## config.mk

```make
export PLATFORM = sky130hd
export DESIGN_NAME = fp_mult_acc
export DESIGN_NICKNAME = d
export VERILOG_FILES = /design/src/rtl/fp_mult_acc.sv
export SDC_FILE = /design/constraint.sdc
export NUM_CORES = 1
export LEC_CHECK = 0
export CORE_UTILIZATION = 34
export DETAILED_ROUTE_END_ITERATION = 7
export GPL_ROUTABILITY_DRIVEN = 0
export GPL_TIMING_DRIVEN = 0
export PLACE_DENSITY_LB_ADDON = 0.25
export SLEW_MARGIN = 0
export SYNTH_ARGS = -nofsm -noshare
export SYNTH_HDL_FRONTEND = slang
export SYNTH_SLANG_ARGS = --single-unit
```

## constraint.sdc

```tcl
create_clock -name clk -period 3.1 [get_ports clk]
set_clock_uncertainty 0.05 [all_clocks]
set_input_delay 0.62 -clock clk [delete_from_list [all_inputs] [get_ports clk]]
set_output_delay 0.62 -clock clk [all_outputs]
set_load 0.01 [all_outputs]
```

## src/rtl/fp_mult_acc.sv

```systemverilog
// Frame accumulator for cordic_mult_core products: sums len products with W-bit
// saturation and presents each frame sum through a held valid/ack register.
module fp_mult_acc #(
  parameter int N = 16,
  parameter int G = 4,
  parameter int L = 8
) (
  input  logic             clk,
  input  logic             rst,
  input  logic [N-1:0]     din,
  input  logic             din_vld,
  input  logic [L-1:0]     len,
  input  logic             clr,
  output logic [N+G-1:0]   sum,
  output logic [N-1:0]     sum_n,
  output logic             sum_vld,
  input  logic             sum_ack,
  output logic             sat,
  output logic             ovr,
  output logic             busy
);
  localparam int W = N + G;
  localparam logic [W-1:0] MAX_W = {1'b0, {(W-1){1'b1}}};
  localparam logic [W-1:0] MIN_W = {1'b1, {(W-1){1'b0}}};
  localparam logic [N-1:0] MAX_N = {1'b0, {(N-1){1'b1}}};
  localparam logic [N-1:0] MIN_N = {1'b1, {(N-1){1'b0}}};

  logic [L-1:0] cnt_q, cnt_d, flen_q, flen_d;
  logic [W-1:0] acc_q, acc_d, sum_q, sum_d;
  logic [N-1:0] sum_n_q, sum_n_d;
  logic         sum_vld_q, sum_vld_d;
  logic         sat_q, sat_d, sat_i_q, sat_i_d, ovr_q, ovr_d;

  logic [W-1:0] din_ext;
  logic [W:0]   add_full;
  logic         add_ovf;
  logic [W-1:0] acc_new;
  logic         sat_new;
  logic [L-1:0] start_len;
  logic         last;
  logic [W-N:0] acc_hi;
  logic [N-1:0] acc_clamp_n;

  assign din_ext   = {{G{din[N-1]}}, din};
  assign add_full  = {acc_q[W-1], acc_q} + {din_ext[W-1], din_ext};
  assign add_ovf   = add_full[W] ^ add_full[W-1];
  assign start_len = (len == '0) ? L'(1) : len;

  always_comb begin
    acc_new = din_ext;
    sat_new = 1'b0;
    last    = 1'b0;
    if (cnt_q == '0) begin
      last = (start_len == L'(1));
    end else begin
      // Once clamped, later adds start from the clamp value.
      acc_new = add_ovf ? (add_full[W] ? MIN_W : MAX_W) : add_full[W-1:0];
      sat_new = sat_i_q | add_ovf;
      last    = (cnt_q == flen_q - L'(1));
    end
  end

  assign acc_hi      = acc_new[W-1:N-1];
  assign acc_clamp_n = ((&acc_hi) | ~(|acc_hi)) ? acc_new[N-1:0]
                     : (acc_new[W-1] ? MIN_N : MAX_N);

  always_comb begin
    cnt_d     = cnt_q;
    flen_d    = flen_q;
    acc_d     = acc_q;
    sum_d     = sum_q;
    sum_n_d   = sum_n_q;
    sum_vld_d = sum_vld_q;
    sat_d     = sat_q;
    sat_i_d   = sat_i_q;
    ovr_d     = ovr_q;
    if (clr) begin
      cnt_d     = '0;
      acc_d     = '0;
      sum_vld_d = 1'b0;
      sat_d     = 1'b0;
      sat_i_d   = 1'b0;
      ovr_d     = 1'b0;
    end else begin
      if (sum_vld_q && sum_ack) sum_vld_d = 1'b0;
      if (din_vld) begin
        if (cnt_q == '0) flen_d = start_len;
        acc_d   = acc_new;
        sat_i_d = sat_new;
        if (last) begin
          cnt_d     = '0;
          sum_d     = acc_new;
          sum_n_d   = acc_clamp_n;
          sat_d     = sat_new;
          sum_vld_d = 1'b1;
          if (sum_vld_q && !sum_ack) ovr_d = 1'b1;
        end else begin
          cnt_d = cnt_q + L'(1);
        end
      end
    end
  end

  always_ff @(posedge clk or negedge rst) begin
    if (!rst) begin
      cnt_q     <= '0;
      flen_q    <= '0;
      acc_q     <= '0;
      sum_q     <= '0;
      sum_n_q   <= '0;
      sum_vld_q <= 1'b0;
      sat_q     <= 1'b0;
      sat_i_q   <= 1'b0;
      ovr_q     <= 1'b0;
    end else begin
      cnt_q     <= cnt_d;
      flen_q    <= flen_d;
      acc_q     <= acc_d;
      sum_q     <= sum_d;
      sum_n_q   <= sum_n_d;
      sum_vld_q <= sum_vld_d;
      sat_q     <= sat_d;
      sat_i_q   <= sat_i_d;
      ovr_q     <= ovr_d;
    end
  end

  assign sum     = sum_q;
  assign sum_n   = sum_n_q;
  assign sum_vld = sum_vld_q;
  assign sat     = sat_q;
  assign ovr     = ovr_q;
  assign busy    = (cnt_q != '0);
endmodule

```

# Word-level counts from Yosys, hierarchy flattened
# Index checks and enable logic that the tools add are counted.
# op_classes
add_sub_neg	3
eq_ne	2
n_mux	26
bitwise_logic	5
n_reduce_logical	15
# ops
operator	count
two-way mux 20 bit	5
two-way mux 16 bit	2
two-way mux 8 bit	4
adder 20 x 16 -> 21 bit	1
zero test 8 bit	2
two-way mux 1 bit	15
AND reduction 3 bit	3
adder 8 x 1 -> 8 bit (second input constant)	1
== test 8 x 1 -> 1 bit (second input constant)	1
== test 8 bit	1
nonzero test 8 bit	1
subtractor 8 x 1 -> 8 bit (second input constant)	1
nonzero test 2 bit	3
AND reduction 5 bit	1
OR reduction 5 bit	1
logical AND 1 bit	2
inverter 1 bit	2
bitwise OR 1 bit	2
AND reduction 2 bit	1
zero test 1 bit	1
XOR 1 bit	1
# totals
ff_bits	76
in_bits	29
word_cells	60

# Longest topological paths before layout
# Gate-level depths: netlist of run 1.
# logic_depth
depth_word	8
ltp_mapped	13
ltp_nobuf	12

# Worst setup path before layout of run 1
# No wires, ideal clock.
# synth_timing
path_type	input to register
start	input port din[0]
end	register sum_n_q[0], in the netlist sum_n[0]
setup_ns	0.077
arrival_ns	3.117
path_slack_ns	-0.144
path_stages	12
n_path_buf	0
cell_sequence	ha_1 inv_1 fa_1 nor2b_4 o2111ai_2 a211oi_2 nor3b_4 mux2_4 or3_4 nor4_4 o22ai_2 o21ai_1
# synth_via
elab_chain_cells	8
word_cells_on_any_way	11
# synth_rtl
element	line	source
start, declared	10	input logic [N-1:0] din,
adder 20 x 16 -> 21 bit	45	assign add_full = {acc_q[W-1], acc_q} + {din_ext[W-1], din_ext};
two-way mux 20 bit / XOR 1 bit (equally long branches)	57, 46	
two-way mux 20 bit	57	acc_new = add_ovf ? (add_full[W] ? MIN_W : MAX_W) : add_full[W-1:0];
two-way mux 20 bit (*)	53	if (cnt_q == '0) begin
OR reduction 5 bit	64	assign acc_clamp_n = ((&acc_hi) | ~(|acc_hi)) ? acc_new[N-1:0]
inverter 1 bit	64	
bitwise OR 1 bit	64	
two-way mux 16 bit (*)	64	
end signal, assigned	120	sum_n_q <= sum_n_d;
end, declared	30	logic [N-1:0] sum_n_q, sum_n_d;
# Every way passes the cells marked *; elsewhere a longest branch is shown, timed or not.
# A chain may end at the register's enable or synchronous reset.

# Worst setup path in the final report of run 1
# layout_timing
start	register acc_q[0]
end	register sum_n_q[6], in the netlist sum_n[6]
# layout_via
elab_chain_cells	8
word_cells_on_any_way	11
# layout_rtl
element	line	source
start, declared	29	logic [W-1:0] acc_q, acc_d, sum_q, sum_d;
start signal, assigned	108	acc_q <= '0;
start signal, assigned	118	acc_q <= acc_d;
adder 20 x 16 -> 21 bit (*)	45	
two-way mux 20 bit / XOR 1 bit (equally long branches)	57, 46	
two-way mux 20 bit (*)	57	
two-way mux 20 bit (*)	53	
OR reduction 5 bit	64	
inverter 1 bit	64	
bitwise OR 1 bit	64	
two-way mux 16 bit (*)	64	
# Marked as above.

==> impl_table.tex, run 1 <==
\begin{tabular}{lr}
\hline
Metric & Value \\
\hline
\multicolumn{2}{l}{\textbf{Hold path}} \\
\quad Worst min-delay path category & primary input to async pin \\
\multicolumn{2}{l}{\textbf{Cells and area}} \\
\quad Share of cells above drive strength 1 & between 20\% and 30\% \\
\quad Post-Route Utilization & 49.8\% \\
\quad Antenna fix cells & 0 \\
\quad Area grow syn2layout & 40.7\% \\
\quad \# nets final & 711 \\
\multicolumn{2}{l}{\textbf{Logic synthesis}} \\
\quad Post-synth EDFFs & 0 \\
\quad Synthesis Warnings & 0 \\
\quad Yosys reg bits & 76 \\
\quad Synthesized netlist cell count & approximately 540 \\
\quad Synthesized netlist net count & about 600 \\
\quad Share of the synthesized area in the top cell type & about two fifths \\
\quad Ys async rst share & between 90\% and 100\% \\
\quad Number of distinct standard cells referenced by the synthesized netlist & between 80 and 90 \\
\quad Largest cells by area after synthesis & sky130\_fd\_sc\_hd\_\_dfrtp\_1 (38\%), sky130\_fd\_sc\_hd\_\_ha\_1 (5.8\%), sky130\_fd\_sc\_hd\_\_nand2\_1 (4.9\%), sky130\_fd\_sc\_hd\_\_a21oi\_1 (4.7\%), sky130\_fd\_sc\_hd\_\_o21ai\_0 (3.9\%) \\
\quad Most frequent cells after synthesis & sky130\_fd\_sc\_hd\_\_dfrtp\_1 (76), sky130\_fd\_sc\_hd\_\_nand2\_1 (65), sky130\_fd\_sc\_hd\_\_a21oi\_1 (47), sky130\_fd\_sc\_hd\_\_nor2\_1 (45), sky130\_fd\_sc\_hd\_\_o21ai\_0 (39) \\
\quad Synth area leader & sky130\_fd\_sc\_hd\_\_dfrtp\_1 \\
\quad Primary flip-flop cell chosen by synthesis mapping & sky130\_fd\_sc\_hd\_\_dfrtp\_1 \\
\quad Post-synth design cell area & 4990 µm² \\
\quad Most instantiated library cell after synthesis & sky130\_fd\_sc\_hd\_\_dfrtp\_1 \\
\quad Sequential share of the synthesized area & between 30\% and 40\% \\
\quad Avg Cell Area, Syn & $\sim$9.2 µm² \\
\multicolumn{2}{l}{\textbf{Status}} \\
\quad Run status & finished, final reports clean \\
\multicolumn{2}{l}{\textbf{Worst setup path}} \\
\quad Worst R2R Path Depth & 13 \\
\quad CP max stage cell & sky130\_fd\_sc\_hd\_\_dfrtp\_1 \\
\quad Startpoint types & flop \\
\quad Category of the critical setup timing path & flop to flop \\
\quad Worst path arrival time & 3.25 ns \\
\quad Startpoint of the lowest-slack register-to-register path & acc\_q[0]\$\_DFFE\_PN0P\_ \\
\quad Capturing point of the worst reg2reg path & sum\_n[6]\$\_DFFE\_PN0P\_ \\
\quad Data required time of the worst path & 3.27 ns \\
\quad Gate family responsible for the most delay along the worst path & compound AO/OA/AOI/OAI gates \\
\quad Critical path buffer and inverter count & 3 \\
\quad Ordered cell list for the critical path & ha\_4, buf\_4, a211oi\_4, nor3\_4, buf\_4, or3\_1, a21oi\_2, a21oi\_1, o21ai\_2, nor4\_4, buf\_4, o22ai\_4, o21ai\_1 \\
\quad Register-to-register setup slack & roughly 0.015 ns \\
\quad Cell repeated most along the worst path & sky130\_fd\_sc\_hd\_\_buf\_4 \\
\quad Critical Path Fanout Max & 7 \\
\quad Largest stage delay on the critical path & 0.41 ns \\
\quad Critical Path Sink Type & flop \\
\multicolumn{2}{l}{\textbf{Global routing}} \\
\quad GRT overflow & 0 \\
\quad Vias in the first global route & approximately 4400 \\
\quad Met3 track demand over resource in global routing & 2.17\% \\
\quad Antenna violations before repair & 0 \\
\quad Met1 Track Usage GR & between 20 and 30\% \\
\quad Total track usage & 20.1\% \\
\quad M2 GR Usage & between 30\% and 40\% \\
\quad First-pass GRT wire length & between 20000 and 25000 µm \\
\quad Busiest layer in global routing & met2 \\
\quad Maximum number of pins on one net before global-route repair & 43 \\
\multicolumn{2}{l}{\textbf{CTS}} \\
\quad TritonCTS clock tree & done \\
\quad Clock-pin slew on the worst setup and hold paths & 0.06 ns \\
\quad Clk sinks & 76 \\
\quad H-tree level count & 3 \\
\quad Root buf cell & sky130\_fd\_sc\_hd\_\_clkbuf\_16 \\
\quad Clock tree buffer depth & 2 \\
\quad Inserted Clock Buffers & 9 \\
\quad Clock latency on the worst-skew pair & 0.34 ns \\
\quad Count of hold-fix buffers inserted at cts & 0 \\
\multicolumn{2}{l}{\textbf{Route}} \\
\quad DRT antenna net count & 0 \\
\quad Average wire per cell in the routed design & $\sim$17 µm \\
\quad Number of remaining DRC errors & 0 \\
\quad Drt total wl & 14700 µm \\
\quad Per-cell via count in the routed design & between 5 and 6 \\
\quad Drt pass-1 iters & 5 \\
\quad Number of DRC markers after the initial detailed-route iteration & $\sim$310 \\
\quad Via count & 4627 \\
\multicolumn{2}{l}{\textbf{Floorplan}} \\
\quad Std-Cell Core Area & approximately 14000 µm² \\
\quad Die area & about 15000 µm² \\
\quad Number of placement rows & 43 \\
\quad I/O pin cnt & just under 70 \\
\quad Chip height & between 100 and 150 µm \\
\quad Effective utilization at floorplan & 35.4\% \\
\quad Die boundary width & 123 µm \\
\multicolumn{2}{l}{\textbf{Place}} \\
\quad \# port buffers & 67 \\
\quad Pre-CTS setup slack & -1.03 ns \\
\quad Estimated wirelength of the detail-placed design & 10700 µm \\
\multicolumn{2}{l}{\textbf{Power}} \\
\quad Final Power & 3910 µW \\
\quad Clock network fraction of total power & 27.2\% \\
\quad Worst voltage drop across the vdd grid & roughly 0.31 mV \\
\quad Switching Fraction & $\sim$35\% \\
\quad Power spent charging and discharging nets & about 1400 µW \\
\quad Cell Pwr Density & between 500 and 600 nW/µm² \\
\quad Part of the power in combinational logic & between 40\% and 50\% \\
\quad Leakage power & around 0.0029 µW \\
\quad Sequential share of power & 32.3\% \\
\quad Cell-internal power & about 2500 µW \\
\multicolumn{2}{l}{\textbf{STA}} \\
\quad Max Clk Rate & $\sim$0.32 GHz \\
\quad Final total negative setup slack & 0 ns \\
\quad Final worst-path cycle share & about 100\% \\
\quad RSZ-0062 raised after global routing & yes \\
\quad Final number of hold-violating endpoints & 0 \\
\quad Transition time at the pin with the least slew margin & around 0.81 ns \\
\quad Max-slew headroom & approximately 46\% \\
\quad Post-route worst setup slack & between 0.015 and 0.02 ns \\
\quad Final Slew Violations & 0 \\
\quad Hold\_ws & about 0.18 ns \\
\quad Final critical delay including setup and external delays & between 3 and 4 ns \\
\quad Final number of setup-violating endpoints & 0 \\
\multicolumn{2}{l}{\textbf{Run}} \\
\quad \# Max-Cap Violations & 0 \\
\hline
\end{tabular}
-- through the flow --
step | area, µm² | std cells
6_report | 7020 | 843
5_1_grt | 7020 | 843
4_1_cts | 6760 | 827
3_5_place_dp | 5920 | 790
3_3_place_gp | 5900 | 789
2_1_floorplan | 5000 | 542
-- power groups by stage --
| stage | combinational (µW) | clock (µW) | sequential (µW) |
|---|---|---|---|
| global placement | 1230 | 0 | 1260 |
| global route | 1710 | 1120 | 1280 |
| CTS | 1440 | 1080 | 1260 |
| floorplan | 766 | 0 | 1290 |
| finish | 1580 | 1060 | 1260 |
| detailed placement | 1260 | 0 | 1270 |
-- registers in the layout (all words and copies together) (netlist names) --
register	count
acc_q	20
cnt_q	8
flen_q	8
ovr	1
sat	1
sat_i_q	1
sum	20
sum_n	16
sum_vld	1
-- worst register-to-register path, delay by kind of cell (launching register included) --
family / cells / cell delay (ns)
simple gates: 3 / 0.58
fa+ha+maj: 1 / 0.18
buf+inv: 3 / 0.47
compound gates: 6 / 1.29
flops: 1 / 0.41
-- layer usage --
layer  part of all wire (%)  up-vias  wire [µm]
li1                       -     2214          -
met1                     46     2276       6730
met2                     48      114       7020
met3                    4.2       23        624
met4                    2.3        0        342
met5                      0        -          0
-- layout by cell type (no fill, tap or decap), types with 8 or more instances in the layout --
master | synthesis | layout
sky130_fd_sc_hd__clkdlybuf4s50_1 | 0 | 49
sky130_fd_sc_hd__nor2_1 | 45 | 43
sky130_fd_sc_hd__buf_4 | 0 | 37
sky130_fd_sc_hd__o21ai_0 | 39 | 25
sky130_fd_sc_hd__o21ai_2 | 3 | 16
sky130_fd_sc_hd__xnor2_1 | 14 | 14
sky130_fd_sc_hd__dlygate4sd2_1 | 0 | 8
sky130_fd_sc_hd__inv_1 | 14 | 12
sky130_fd_sc_hd__ha_4 | 0 | 14
sky130_fd_sc_hd__nand2b_1 | 13 | 13
sky130_fd_sc_hd__o211ai_1 | 8 | 8
sky130_fd_sc_hd__nand2_1 | 65 | 62
sky130_fd_sc_hd__nand4_1 | 8 | 8
sky130_fd_sc_hd__dfrtp_1 | 76 | 76
sky130_fd_sc_hd__xor2_1 | 11 | 11
sky130_fd_sc_hd__a21oi_1 | 47 | 39
sky130_fd_sc_hd__ha_1 | 23 | 8
sky130_fd_sc_hd__clkbuf_16 | 0 | 9
sky130_fd_sc_hd__o21ai_1 | 22 | 19
-- final cells by class --
cell class	count	area, µm²
Buffer	23	151
Clock buffer	9	225
Clock inverter	7	76.3
Fill cell	1266	7070
Inverter	16	60.1
Multi-Input combinational cell	428	3460
Sequential cell	76	1900
Tap cell	180	225
Timing Repair Buffer	104	927
-- kinds of logic after synthesis --
family | share of synthesized area (%)
simple gates | 19.2
buf+inv | 3.61
fa+ha+maj | 7.67
flops | 38.1
compound gates | 23.2
mux | 3.84
xor+xnor | 4.39
-- worst max path at each step --
stage                     cells past startpoint                    end  slack, ns                  from
after global placement                        1  flen_q[7]$_DFFE_PN0P_      -1.31                   rst
after CTS                                    13  sum_n[12]$_DFFE_PN0P_      -0.16  acc_q[0]$_DFFE_PN0P_
final                                        13   sum_n[6]$_DFFE_PN0P_       0.02  acc_q[0]$_DFFE_PN0P_
after detailed placement                     13   acc_q[9]$_DFFE_PN0P_      -1.03               din[15]
after floorplan                              10   sum_n[0]$_DFFE_PN0P_    -0.0001                din[4]
after global routing                         15   sum_n[6]$_DFFE_PN0P_      -0.11  acc_q[0]$_DFFE_PN0P_
-- repair_timing --
item                                    4_1_cts  5_1_grt
gates cloned                                  1        0
setup buffers                                20       17
endpoints found under the setup margin       59       59
resized for setup                            97       60
pin swaps                                    39       38
No activity file was read; power rests on OpenSTA's default activity.
==> run 2: changes to the inputs <==
CORE_UTILIZATION = 50   (was 34)
clock period = 2.7 ns   (was 3.1 ns; I/O delays follow)
==> impl_table.tex, run 2 (synthesis gave the netlist of run 1 again) <==
\begin{tabular}{lr}
\hline
Metric & Value \\
\hline
\multicolumn{2}{l}{\textbf{Status}} \\
\quad Run status & complete, but fails checks \\
\quad Violated checks & negative setup slack \\
\multicolumn{2}{l}{\textbf{Power}} \\
\quad Leakage power & 0.00296 µW (+1.7\%) \\
\quad Cell-internal power & 2640 µW (+4.5\%) \\
\quad Worst voltage drop across the vdd grid & 0.292 mV (-4.9\%) \\
\quad Power spent charging and discharging nets & 1740 µW (+26\%) \\
\quad Switching Fraction & 39.8\% (+4.4 points) \\
\quad Clock network fraction of total power & 19.1\% (-8.1 points) \\
\quad Sequential share of power & 33.0\% (+0.7 points) \\
\quad Cell Pwr Density & 606 nW/µm² (+9.1\%) \\
\quad Part of the power in combinational logic & 47.9\% (+7.4 points) \\
\multicolumn{2}{l}{\textbf{Route}} \\
\quad Number of remaining DRC errors & 0 (unchanged) \\
\quad DRT antenna net count & 0 (unchanged) \\
\quad Drt total wl & 16300 µm (+11\%) \\
\quad Via count & 4943 (+6.8\%) \\
\quad Drt pass-1 iters & 6 (+1) \\
\quad Average wire per cell in the routed design & 20.1 µm (+15\%) \\
\quad Number of DRC markers after the initial detailed-route iteration & 283 (-9.9\%) \\
\quad Per-cell via count in the routed design & 6.09 (+11\%) \\
\multicolumn{2}{l}{\textbf{Hold path}} \\
\quad Worst min-delay path category & flop to flop \\
\multicolumn{2}{l}{\textbf{Cells and area}} \\
\quad Area grow syn2layout & 44.7\% \\
\quad Post-Route Utilization & 74.2\% (+24 points) \\
\quad Final non-filler cell area & 7220 µm² (+2.8\%) \\
\quad \# nets final & 726 (+2.1\%) \\
\quad Commonest non-fill, non-tap cell in the layout & sky130\_fd\_sc\_hd\_\_dfrtp\_1 \\
\quad Post-layout instance count excluding filler cells & 811 (-3.8\%) \\
\quad Antenna fix cells & 0 (unchanged) \\
\quad Highest-count cells in the layout ignoring fill and taps & sky130\_fd\_sc\_hd\_\_dfrtp\_1 (74), sky130\_fd\_sc\_hd\_\_nand2\_1 (59), sky130\_fd\_sc\_hd\_\_clkdlybuf4s50\_1 (49) \\
\quad Share of cells above drive strength 1 & 34.4\% (+5.3 points) \\
\multicolumn{2}{l}{\textbf{STA}} \\
\quad Post-route worst setup slack & -0.464 ns (-0.479 ns) \\
\quad Hold\_ws & 0.437 ns (+0.261 ns) \\
\quad Transition time at the pin with the least slew margin & 0.830 ns (+0.0155 ns) \\
\quad RSZ-0062 raised after global routing & yes \\
\quad Final critical delay including setup and external delays & 3.16 ns (+0.0791 ns) \\
\quad Final Slew Violations & 0 (unchanged) \\
\quad Final number of hold-violating endpoints & 0 (unchanged) \\
\quad Final number of setup-violating endpoints & 58 (+58) \\
\quad Max Clk Rate & 0.316 GHz (-2.5\%) \\
\quad Max-slew headroom & 44.5\% (-1.0 points) \\
\quad Final worst-path cycle share & 117\% (+18 points) \\
\multicolumn{2}{l}{\textbf{Floorplan}} \\
\quad Number of placement rows & 36 (-16\%) \\
\quad Effective utilization at floorplan & 51.3\% (+16 points) \\
\quad Chip height & 102 µm (-17\%) \\
\quad Die area & 10400 µm² (-32\%) \\
\quad Die boundary width & 102 µm (-17\%) \\
\quad I/O pin cnt & 69 (unchanged) \\
\quad Std-Cell Core Area & 9730 µm² (-31\%) \\
\multicolumn{2}{l}{\textbf{Worst setup path}} \\
\quad Critical path buffer and inverter count & 2 (-1) \\
\quad Critical Path Fanout Max & 7 (unchanged) \\
\quad Worst path arrival time & 3.41 ns (+0.16 ns) \\
\quad Critical Path Sink Type & flop \\
\quad Data required time of the worst path & 2.94 ns (-0.33 ns) \\
\quad Register-to-register setup slack & -0.46 ns (-0.48 ns) \\
\quad CP max stage cell & sky130\_fd\_sc\_hd\_\_dfrtp\_1 \\
\quad Startpoint types & flop \\
\quad Largest stage delay on the critical path & 0.41 ns (about the same) \\
\quad Gate family responsible for the most delay along the worst path & simple AND/OR/NAND/NOR gates \\
\quad Category of the critical setup timing path & flop to flop \\
\quad Ordered cell list for the critical path & ha\_4, inv\_2, fa\_2, nor2b\_4, o2111ai\_4, a211oi\_4, nor3b\_4, mux2\_4, or3\_4, nor4\_4, buf\_4, o21ai\_4, o21ai\_1 \\
\multicolumn{2}{l}{\textbf{Run}} \\
\quad \# Max-Cap Violations & 0 (unchanged) \\
\multicolumn{2}{l}{\textbf{Place}} \\
\quad Estimated wirelength of the detail-placed design & 10300 µm (-3.9\%) \\
\quad \# port buffers & 67 (unchanged) \\
\quad Placed cell count & 743 (-5.9\%) \\
\quad Placed instance area & 6030 µm² (+1.9\%) \\
\multicolumn{2}{l}{\textbf{Global routing}} \\
\quad Maximum number of pins on one net before global-route repair & 62 (+44\%) \\
\quad Vias in the first global route & 4592 (+4.0\%) \\
\quad GRT overflow & 0 (unchanged) \\
\quad First-pass GRT wire length & 23500 µm (+1.7\%) \\
\quad Antenna violations before repair & 0 (unchanged) \\
\quad Total track usage & 29.8\% (+9.7 points) \\
\multicolumn{2}{l}{\textbf{CTS}} \\
\quad Clk sinks & 76 (unchanged) \\
\quad Inserted Clock Buffers & 9 (unchanged) \\
\quad Clock tree buffer depth & 2 (unchanged) \\
\quad H-tree level count & 3 (unchanged) \\
\quad Clock latency on the worst-skew pair & 0.38 ns (+0.04 ns) \\
\quad TritonCTS clock tree & done \\
\quad Root buf cell & sky130\_fd\_sc\_hd\_\_clkbuf\_8 \\
\quad Clock-pin slew on the worst setup and hold paths & 0.09 ns (+0.03 ns) \\
\hline
\end{tabular}
[run 2: routing by layer]
metal	vias to the layer above	GRT usage, %	part of all wire [%]
met4	0	11.9	4.1
li1	2233	-	-
met5	-	0	0
met3	73	4.99	6.7
met1	2404	39.8	41
met2	233	48.4	48
[run 2: path summary, 6_finish.rpt]
check | cells past startpoint | start | to
worst max-delay path | 13 | acc_q[0]$_DFFE_PN0P_ | sum_n[10]$_DFFE_PN0P_
worst min register to register | 2 | sum[16]$_DFFE_PN0P_ | sum[16]$_DFFE_PN0P_
worst max register to register | 13 | acc_q[0]$_DFFE_PN0P_ | sum_n[10]$_DFFE_PN0P_
worst min-delay path | 2 | sum[16]$_DFFE_PN0P_ | sum[16]$_DFFE_PN0P_
min in group asynchronous | 2 | rst | acc_q[4]$_DFFE_PN0P_
max in group asynchronous | 3 | rst | cnt_q[5]$_DFFE_PN0P_
[run 2: final cells by class]
class                      count  area [µm²]
multi-input combinational    428        3680
fill                         669        2510
clock buffer                   9         124
clock inverter                 7        61.3
timing repair buffer         120        1080
inverter                      16        60.1
tap                          133         166
sequential                    76        1900
buffer                        22         145
[run 2: what timing repair did]
action / CTS / global route
hold buffers: 1 / 0
cloned: 1 / 1
endpoints found under the setup margin: 66 / 74
hold endpoints to repair: 15 / 0
pin swaps: 47 / 46
resized for setup: 110 / 73
setup buffers: 28 / 23
[run 2: stage by stage]
stage	setup slack [ns]	power, µW	setup TNS, ns
6_report	-0.464	4380	-18.23
2_1_floorplan	-0.302	2430	-4.80
4_1_cts	-0.473	4050	-17.44
3_3_place_gp	-1.62	2920	-178.78
3_5_place_dp	-1.23	2980	-60.13
5_1_grt	-0.542	4590	-22.96
[run 2: power by group through the flow]
stage               clock network [µW]  registers, µW  logic, µW
floorplan                            0           1480        944
global placement                     0           1450       1470
detailed placement                   0           1460       1520
CTS                                834           1440       1780
global route                       894           1460       2230
finish                             837           1440       2100
[run 2: worst reg2reg max path, cell delays in order (launching register included)]
cell	delay (ns)
sky130_fd_sc_hd__dfrtp_1	0.41
sky130_fd_sc_hd__ha_4	0.16
sky130_fd_sc_hd__inv_2	0.04
sky130_fd_sc_hd__fa_2	0.38
sky130_fd_sc_hd__nor2b_4	0.16
sky130_fd_sc_hd__o2111ai_4	0.14
sky130_fd_sc_hd__a211oi_4	0.28
sky130_fd_sc_hd__nor3b_4	0.09
sky130_fd_sc_hd__mux2_4	0.32
sky130_fd_sc_hd__or3_4	0.39
sky130_fd_sc_hd__nor4_4	0.21
sky130_fd_sc_hd__buf_4	0.18
sky130_fd_sc_hd__o21ai_4	0.11
sky130_fd_sc_hd__o21ai_1	0.17
==> run 3: changes to the inputs <==
TNS_END_PERCENT = 5   (was unset)
==> impl_table.tex, run 3 (synthesis gave the netlist of run 1 again) <==
\begin{tabular}{lr}
\hline
Metric & Value \\
\hline
\multicolumn{2}{l}{\textbf{Status}} \\
\quad Run status & complete, but fails checks \\
\quad Violated checks & negative setup slack \\
\multicolumn{2}{l}{\textbf{Power}} \\
\quad Worst voltage drop across the vdd grid & 0.243 mV (-17\%) \\
\quad Final Power & 4030 µW (-7.9\%) \\
\quad Cell Pwr Density & 592 nW/µm² (-2.5\%) \\
\quad Leakage power & 0.00281 µW (-5.1\%) \\
\multicolumn{2}{l}{\textbf{Cells and area}} \\
\quad Post-Route Utilization & 70.0\% (-4.2 points) \\
\quad Commonest non-fill, non-tap cell in the layout & sky130\_fd\_sc\_hd\_\_dfrtp\_1 \\
\quad Area grow syn2layout & 36.6\% \\
\quad Share of cells above drive strength 1 & 27.3\% (-7.0 points) \\
\quad Post-layout instance count excluding filler cells & 784 (-3.3\%) \\
\quad \# nets final & 699 (-3.7\%) \\
\quad Antenna fix cells & 0 (unchanged) \\
\quad Highest-count cells in the layout ignoring fill and taps & sky130\_fd\_sc\_hd\_\_dfrtp\_1 (76), sky130\_fd\_sc\_hd\_\_nand2\_1 (61), sky130\_fd\_sc\_hd\_\_clkdlybuf4s50\_1 (49) \\
\quad Fill count & 743 (+11\%) \\
\multicolumn{2}{l}{\textbf{Floorplan}} \\
\quad Die area & 10400 µm² (unchanged) \\
\quad Die boundary width & 102 µm (unchanged) \\
\quad Number of placement rows & 36 (unchanged) \\
\quad I/O pin cnt & 69 (unchanged) \\
\quad Std-Cell Core Area & 9730 µm² (unchanged) \\
\quad Chip height & 102 µm (unchanged) \\
\quad Effective utilization at floorplan & 51.3\% (unchanged) \\
\multicolumn{2}{l}{\textbf{CTS}} \\
\quad Clock latency on the worst-skew pair & 0.37 ns (about the same) \\
\quad Clk sinks & 76 (unchanged) \\
\quad TritonCTS clock tree & done \\
\quad Root buf cell & sky130\_fd\_sc\_hd\_\_clkbuf\_8 \\
\quad Clock tree buffer depth & 2 (unchanged) \\
\quad Clock-pin slew on the worst setup and hold paths & 0.08 ns (about the same) \\
\quad H-tree level count & 3 (unchanged) \\
\quad Count of hold-fix buffers inserted at cts & 0 (-1) \\
\quad Inserted Clock Buffers & 9 (unchanged) \\
\multicolumn{2}{l}{\textbf{STA}} \\
\quad Transition time at the pin with the least slew margin & 0.781 ns (-0.0489 ns) \\
\quad RSZ-0062 raised after global routing & yes \\
\quad Max-slew headroom & 47.7\% (+3.3 points) \\
\quad Max Clk Rate & 0.319 GHz (+0.79\%) \\
\quad Final Slew Violations & 0 (unchanged) \\
\quad Final number of setup-violating endpoints & 59 (+1.7\%) \\
\quad Final critical delay including setup and external delays & 3.14 ns (-0.0248 ns) \\
\quad Final number of hold-violating endpoints & 0 (unchanged) \\
\quad Final total negative setup slack & -13.96 ns (+4.27 ns) \\
\quad Post-route worst setup slack & -0.439 ns (+0.0248 ns) \\
\quad Final worst-path cycle share & 116\% (-0.92 points) \\
\multicolumn{2}{l}{\textbf{Worst setup path}} \\
\quad Startpoint types & primary input \\
\quad Data required time of the worst path & 2.94 ns (about the same) \\
\quad Largest stage delay on the critical path & 0.41 ns (about the same) \\
\quad Worst R2R Path Depth & 13 (unchanged) \\
\quad Worst path arrival time & 3.38 ns (-0.03 ns) \\
\quad Category of the critical setup timing path & primary input to flop \\
\quad Critical Path Fanout Max & 7 (unchanged) \\
\quad Critical Path Sink Type & flop \\
\quad Ordered cell list for the critical path & clkdlybuf4s15\_2, ha\_4, inv\_2, fa\_2, nor2b\_4, o2111ai\_4, a211oi\_4, nor3b\_4, mux2\_4, or3\_4, nor4\_4, buf\_4, o21ai\_4, o21ai\_1 \\
\quad CP max stage cell & sky130\_fd\_sc\_hd\_\_or3\_4 \\
\multicolumn{2}{l}{\textbf{Route}} \\
\quad Drt total wl & 14400 µm (-12\%) \\
\quad Number of remaining DRC errors & 0 (unchanged) \\
\quad Per-cell via count in the routed design & 6.03 (-1.1\%) \\
\quad Number of DRC markers after the initial detailed-route iteration & 272 (-3.9\%) \\
\quad Average wire per cell in the routed design & 18.3 µm (-9.0\%) \\
\quad Via count & 4726 (-4.4\%) \\
\quad Drt pass-1 iters & 5 (-1) \\
\quad DRT antenna net count & 0 (unchanged) \\
\multicolumn{2}{l}{\textbf{Place}} \\
\quad Estimated wirelength of the detail-placed design & 10200 µm (-0.99\%) \\
\quad Pre-CTS setup slack & -1.35 ns (-0.124 ns) \\
\quad \# port buffers & 67 (unchanged) \\
\quad Placed cell count & 743 (unchanged) \\
\multicolumn{2}{l}{\textbf{Run}} \\
\quad \# Max-Cap Violations & 0 (unchanged) \\
\multicolumn{2}{l}{\textbf{Global routing}} \\
\quad Total track usage & 28.7\% (-1.1 points) \\
\quad GRT overflow & 0 (unchanged) \\
\quad Vias in the first global route & 4513 (-1.7\%) \\
\quad First-pass GRT wire length & 22700 µm (-3.4\%) \\
\quad Antenna violations before repair & 0 (unchanged) \\
\quad Maximum number of pins on one net before global-route repair & 53 (-15\%) \\
\multicolumn{2}{l}{\textbf{Hold path}} \\
\quad Worst min-delay path category & primary input to async pin \\
\hline
\end{tabular}
-- run 3: cell count changes in the layout (fill, tap and decap cells not counted), sizes merged --
cell / change
clkdlybuf4s15: +2
buf: -27
clkinvlp: -1
inv: -2
clkinv: +2
dlygate4sd3: -1
dlygate4sd2: +5
clkbuf: -5
-- run 3: what timing repair did --
item	4_1_cts	5_1_grt
pin swaps	36	22
buffers inserted	21	3
endpoints found under the setup margin	66	76
gates resized for setup	116	41
cloned	1	0
-- run 3: cell type report --
cell class | count | area [µm²] | area share, %
multi-input combinational | 428 | 3470 | 50.9
clock buffer | 10 | 138 | 2.02
sequential | 76 | 1900 | 27.9
inverter | 16 | 62.6 | 0.918
buffer | 23 | 164 | 2.40
timing repair buffer | 92 | 871 | 12.8
clock inverter | 6 | 40.0 | 0.587
tap | 133 | 166 | 2.44
-- run 3: layer usage --
layer	up-vias	global-route usage, %	part of all wire [%]
met3	46	4.79	5.3
met4	0	11.8	3.1
met2	182	46.7	48
met1	2313	38.2	44
li1	2185	-	-
met5	-	0	0
-- run 3: through the flow --
step / instance area, µm² / hold WS (ns)
finish: 6820 / 0.0326
global route: 6820 / 0.0486
CTS: 6620 / 0.0291
detailed placement: 5880 / 0.420
global placement: 5850 / 0.412
floorplan: 5020 / 0.194
-- run 3: where the power goes --
part           switching [µW]  internal (µW)
Clock                     434            356
Combinational             969            831
Sequential                133           1310
Total                    1540           2500
-- run 3: final timing paths --
path,from,endpoint,slack [ns]
worst min-delay path,rst,sum[4]$_DFFE_PN0P_,0.03
min in group clk,sum[17]$_DFFE_PN0P_,sum[17]$_DFFE_PN0P_,0.43
worst min register to register,sum[17]$_DFFE_PN0P_,sum[17]$_DFFE_PN0P_,0.43
max in group asynchronous,rst,cnt_q[3]$_DFFE_PN0P_,2.00
worst max register to register,acc_q[0]$_DFFE_PN0P_,sum_n[9]$_DFFE_PN0P_,-0.42
worst max-delay path,din[0],sum_n[9]$_DFFE_PN0P_,-0.44
-- run 3: critical path: cells and delay by family --
family,cells,cell delay [ns]
buffers and inverters,3,0.45
AND/OR/NAND/NOR,4,0.81
adder cells (fa/ha/maj),2,0.52
AO/OA/AOI/OAI,4,0.73
multiplexers,1,0.33
